[src/rtl/pipeline_pkg.sv]
// Shared types and constants for the debug single-step controller.
package pipeline_pkg;

    typedef enum logic [1:0] {IDLE, DB_PRESS, HELD, DB_REL} step_state_t;

    localparam int unsigned STEP_DEBOUNCE_SIM  = 4;
    localparam int unsigned STEP_DEBOUNCE_FPGA = 500000;

endpackage

[src/rtl/step_ctrl_sync2.sv]
// Two-flop synchronizer with configurable reset value.
// The first-stage output is exposed so the consumer can see the value
// that the synchronized output will take on the next edge.
module sync2 #(
    parameter logic RST_VAL = 1'b0
) (
    input  logic clk,
    input  logic rst,
    input  logic d,
    output logic q_early,
    output logic q
);

    always_ff @(posedge clk or negedge rst) begin
        if (!rst) begin
            q_early <= RST_VAL;
            q       <= RST_VAL;
        end else begin
            q_early <= d;
            q       <= q_early;
        end
    end

endmodule

[src/rtl/step_ctrl.sv]
// Debug single-step controller: synchronizes and debounces the step button
// and mode switch, and produces the pipeline advance enable.
import pipeline_pkg::*;

module step_ctrl #(
    parameter int unsigned DEBOUNCE_CYCLES = STEP_DEBOUNCE_SIM,
    parameter int unsigned CNT_W           = 8
) (
    input  logic             clk,
    input  logic             rst,
    input  logic             step_button,
    input  logic             step_enable,
    output logic             run_en,
    output logic             step_pulse,
    output logic             step_mode,
    output logic [CNT_W-1:0] step_count
);

    localparam int unsigned     DB_W    = $clog2(DEBOUNCE_CYCLES);
    localparam logic [DB_W-1:0] DB_LAST = DB_W'(DEBOUNCE_CYCLES - 1);

    logic btn_s;
    logic btn_early;
    logic mode_next;

    step_state_t     state, state_next;
    logic [DB_W-1:0] cnt, cnt_next;
    logic            accept;
    logic            pulse_next;
    logic            run_next;

    sync2 #(.RST_VAL(1'b1)) u_btn_sync (
        .clk     (clk),
        .rst     (rst),
        .d       (step_button),
        .q_early (btn_early),
        .q       (btn_s)
    );

    sync2 #(.RST_VAL(1'b0)) u_mode_sync (
        .clk     (clk),
        .rst     (rst),
        .d       (step_enable),
        .q_early (mode_next),
        .q       (step_mode)
    );

    always_comb begin
        state_next = state;
        cnt_next   = cnt;
        accept     = 1'b0;
        case (state)
            IDLE: begin
                if (!btn_s) begin
                    state_next = DB_PRESS;
                    cnt_next   = '0;
                end
            end
            DB_PRESS: begin
                if (btn_s) begin
                    state_next = IDLE;
                end else if (cnt == DB_LAST) begin
                    state_next = HELD;
                    accept     = 1'b1;
                end else begin
                    cnt_next = cnt + DB_W'(1);
                end
            end
            HELD: begin
                if (btn_s) begin
                    state_next = DB_REL;
                    cnt_next   = '0;
                end
            end
            DB_REL: begin
                if (!btn_s) begin
                    state_next = HELD;
                end else if (cnt == DB_LAST) begin
                    state_next = IDLE;
                end else begin
                    cnt_next = cnt + DB_W'(1);
                end
            end
            default: state_next = IDLE;
        endcase

        // Gate with the mode value taking effect on this edge so a switch to
        // free run on the acceptance edge suppresses the pulse; run_en stays
        // low only while step mode holds on both sides of the edge.
        pulse_next = accept & mode_next;
        run_next   = ~(step_mode & mode_next) | pulse_next;
    end

    always_ff @(posedge clk or negedge rst) begin
        if (!rst) begin
            state      <= IDLE;
            cnt        <= '0;
            step_pulse <= 1'b0;
            run_en     <= 1'b0;
            step_count <= '0;
        end else begin
            state      <= state_next;
            cnt        <= cnt_next;
            step_pulse <= pulse_next;
            run_en     <= run_next;
            if (pulse_next)
                step_count <= step_count + CNT_W'(1);
        end
    end

    logic unused_btn_early;
    assign unused_btn_early = btn_early;

endmodule

[config.mk]
export PLATFORM = sky130hd
export DESIGN_NAME = step_ctrl
export DESIGN_NICKNAME = d
export VERILOG_FILES = /design/src/rtl/pipeline_pkg.sv /design/src/rtl/step_ctrl_sync2.sv /design/src/rtl/step_ctrl.sv
export SDC_FILE = /design/constraint.sdc
export NUM_CORES = 1
export LEC_CHECK = 0
export CORE_AREA = 2 2 47 49
export CTS_CLUSTER_SIZE = 12
export DETAILED_ROUTE_END_ITERATION = 16
export DIE_AREA = 0 0 49 51
export PLACE_DENSITY = 0.58
export SYNTH_ARGS = -nofsm -noshare
export SYNTH_HDL_FRONTEND = slang
export SYNTH_SLANG_ARGS = --single-unit
[constraint.sdc]
create_clock -name clk -period 3 [get_ports clk]
set_input_delay 0.6 -clock clk [delete_from_list [all_inputs] [get_ports clk]]
set_output_delay 0.6 -clock clk [all_outputs]
set_load 0.02 [all_outputs]
==> run metrics <==
Flop pwr share=54.1%; final hold vios=0; NetSw=0.1798 mW; hold path depth=0; first-pass GRT wire length=2.104 mm; outcome=complete, no violations; area of the core=0.002063 sq mm; Hold WC Path Type=reg -> reg; largest net degree at the start of global routing=19; DR vias=479; measured slew at the worst slew-check pin=0.7350 ns; RR Endpoint=step_count[1]; main combinational cell family by area after synthesis=simple AND/OR/NAND/NOR gates; post-synthesis mux area share=1.523%; yosys warns=0; 1st-iter DRT viols=3; CP max FO=5; Comb pwr share=21.7%; Total GRT Usage=11.27%; adder-cell share of the synthesized area=3.384%; worst path cell trace=clkdlybuf4s50_1; # hold bufs at CTS=0; WS Path Type=reg -> out; XOR/XNOR share of the synthesized area=9.475%; IO Count=15; # DRC=0; Post-Synth Simple-Gate Area=15.06%; Power Density=640.0 mW/mm^2; Clock transition at path regs=0.10 ns; Final #Nets=81; CTS tree=yes; CTS Buf Count=3; reg2reg setup slack=1.37 ns; Root Buffer=clkbuf_4; Routed Antenna Nets=0; drt pass-1 iters=2; Chip Width=49 um; Detail Placement HPWL=847.6 um; worst path bufs/invs=1; mean post-synth cell area=12.75 sq um; initial core utilization=35.84%; # fillers=205; vias in the first global route=471; DIE AREA=0.002499 sq mm; Worst setup SP type=flip-flop; min Tclk post-route=1.969 ns; share of synthesized area occupied by flip-flops and latches=61.25%; Worst setup EP type=output port; post-synth cell types=23; Core Util, Final=45.60%; Clk pwr share=24.1%; RSZ-0062 raised after global routing=false; crit path DAT=1.37 ns; worst vdd ir=367.1 uV; Post-Synthesis Cell Area=739.5 sq um; cell family with most CP delay=buffers and inverters; number of clock sinks=18; HP Start=u_btn_sync.q_early; row cnt=17; Final Skew=0.002122 ns; post-CTS setup buffers=0; Compound-Gate Fraction of Synth Area=6.937%; Crit path largest cell delay=0.64 ns; slowest CP cell=clkdlybuf4s50_1; final worst path period share=65.65%; layout cells sized above 1=12.16%; CTS resizes=0; Lkg Pwr=0.4313 nW; routability cong.=0.7578; CP required=2.40 ns; antenna violations before repair=0; Pint=0.4224 mW; Worst Hold End=u_btn_sync.q; average wire per standard cell=11.56 um; Layout area overhead=27.24%; H-tree depth=1; Crit path depth=1; clock latency on the worst-skew pair=0.28 ns; drt total wl=1.179 mm; Net Sw Frac=29.85%; Die H=51 um; FF-to-FF path depth=4; Fmax=0.5078 GHz; endpoints failing setup=0; Max Cap Viol=0; vias per inst=4.696; I/O Buffers=14; Crit Reg-Reg Startpoint=cnt[0]; Final Max Slew Viols=0; global route overflow=0; buffers from clock root to sink, at most=2; Syn Nets=64; Fin Setup TNS=0 ns; # diodes=0; Synth Instances=58; Seq cells post-synth=18; Max-slew headroom=50.85%
==> registers in the layout, summed over array words and instances, names as in the netlist, named ones only <==
signal               flops
step_pulse               1
step_count               8
state                    1
cnt                      2
u_btn_sync.q             1
run_en                   1
u_mode_sync.q            1
u_btn_sync.q_early       1
u_mode_sync.q_early      1
==> final cells by class <==
cell class | instances | area, sq um | area share [%]
multi-input combinational | 36 | 269.0 | 28.59
timing repair buffer | 14 | 140.1 | 14.89
sequential | 18 | 452.9 | 48.14
tap | 28 | 35.03 | 3.723
clock buffer | 4 | 36.28 | 3.856
inverter | 2 | 7.507 | 0.7979
==> worst max-delay path by stage <==
| stage | start | slack, ns | endpoint |
|---|---|---|---|
| floorplan | cnt[0] | 1.53 | step_count[1] |
| global placement | rst | 1.35 | cnt[0] |
| detailed placement | step_count[0] | 1.36 | step_count[0] |
| CTS | step_count[0] | 1.02 | step_count[0] |
| global route | step_count[0] | 0.95 | step_count[0] |
| finish | step_count[0] | 1.03 | step_count[0] |
==> per-layer routing <==
metal / track usage, % / routed length, um / share of wire, % / vias up
met5: 0 / 0 / 0 / -
met4: 5.714 / 22 / 1.9 / 0
met3: 2.924 / 37 / 3.1 / 5
met2: 17.58 / 500 / 42 / 10
met1: 14.53 / 618 / 52 / 229
li1: - / - / - / 235
==> synth_stat cells <==
| cell | count | area share [%] |
|---|---|---|
| mux2_2 | 1 | 1.5 |
| nand2b_1 | 1 | 0.85 |
| nand4b_4 | 1 | 3.2 |
| ha_1 | 2 | 3.4 |
| a21oi_1 | 2 | 1.4 |
| nand4_1 | 2 | 1.7 |
| nor3b_1 | 1 | 1.0 |
| a31oi_1 | 1 | 0.85 |
| nand3_1 | 3 | 2.0 |
| o21ai_0 | 2 | 1.4 |
| or2_2 | 1 | 0.85 |
| xor2_1 | 6 | 7.1 |
| a22o_1 | 2 | 2.4 |
| o211ai_1 | 1 | 1.0 |
| buf_2 | 2 | 1.4 |
| nor2_1 | 1 | 0.51 |
| dfstp_2 | 2 | 7.1 |
| inv_1 | 2 | 1.0 |
| nor3_1 | 2 | 1.4 |
| nor4_1 | 3 | 2.5 |
| dfrtp_1 | 16 | 54 |
| nand2_1 | 2 | 1.0 |
| xnor2_1 | 2 | 2.4 |
==> cell families after synthesis <==
kind of cell / Yosys count
adders and majority gates: 2
and+or+nand+nor: 17
muxes: 1
AOI/OAI and AO/OA: 8
buffers and inverters: 4
DFF: 18
xor gates and xnor gates: 8
==> per-stage QoR <==
step | hold slack (ns) | power (mW) | instances | worst slack [ns] | cell area (sq um)
floorplan | 0.3044 | 0.4098 | 58 | 1.532 | 739.5
global placement | 0.3494 | 0.4558 | 98 | 1.351 | 904.6
detailed placement | 0.3519 | 0.4609 | 98 | 1.358 | 904.6
CTS | 0.3697 | 0.6076 | 102 | 1.020 | 940.9
global route | 0.3774 | 0.6425 | 102 | 0.9498 | 940.9
finish | 0.3663 | 0.6022 | 102 | 1.031 | 940.9
==> placed cells by master (no fill, tap or decap) <==
cell / n
nand2b_1: 1
a22o_1: 2
a31oi_1: 1
nor3_1: 2
ha_1: 2
dfstp_2: 2
clkbuf_8: 1
xor2_1: 6
nand4b_4: 1
nand4_1: 2
a21oi_1: 2
clkdlybuf4s50_1: 14
nand2_1: 2
nor3b_1: 1
dfrtp_1: 16
inv_1: 2
nor2_1: 1
or2_2: 1
nand3_1: 3
o211ai_1: 1
o21ai_0: 2
mux2_2: 1
nor4_1: 3
xnor2_1: 2
clkbuf_4: 3
==> power by group through the flow <==
stage               Sequential [mW]  Combinational [mW]  Clock, mW
global route                  0.332               0.150      0.161
floorplan                     0.332              0.0777          0
CTS                           0.326               0.133      0.149
finish                        0.326               0.131      0.145
detailed placement            0.329               0.132          0
global placement              0.328               0.127          0
Power figures use the tool's default switching activity.
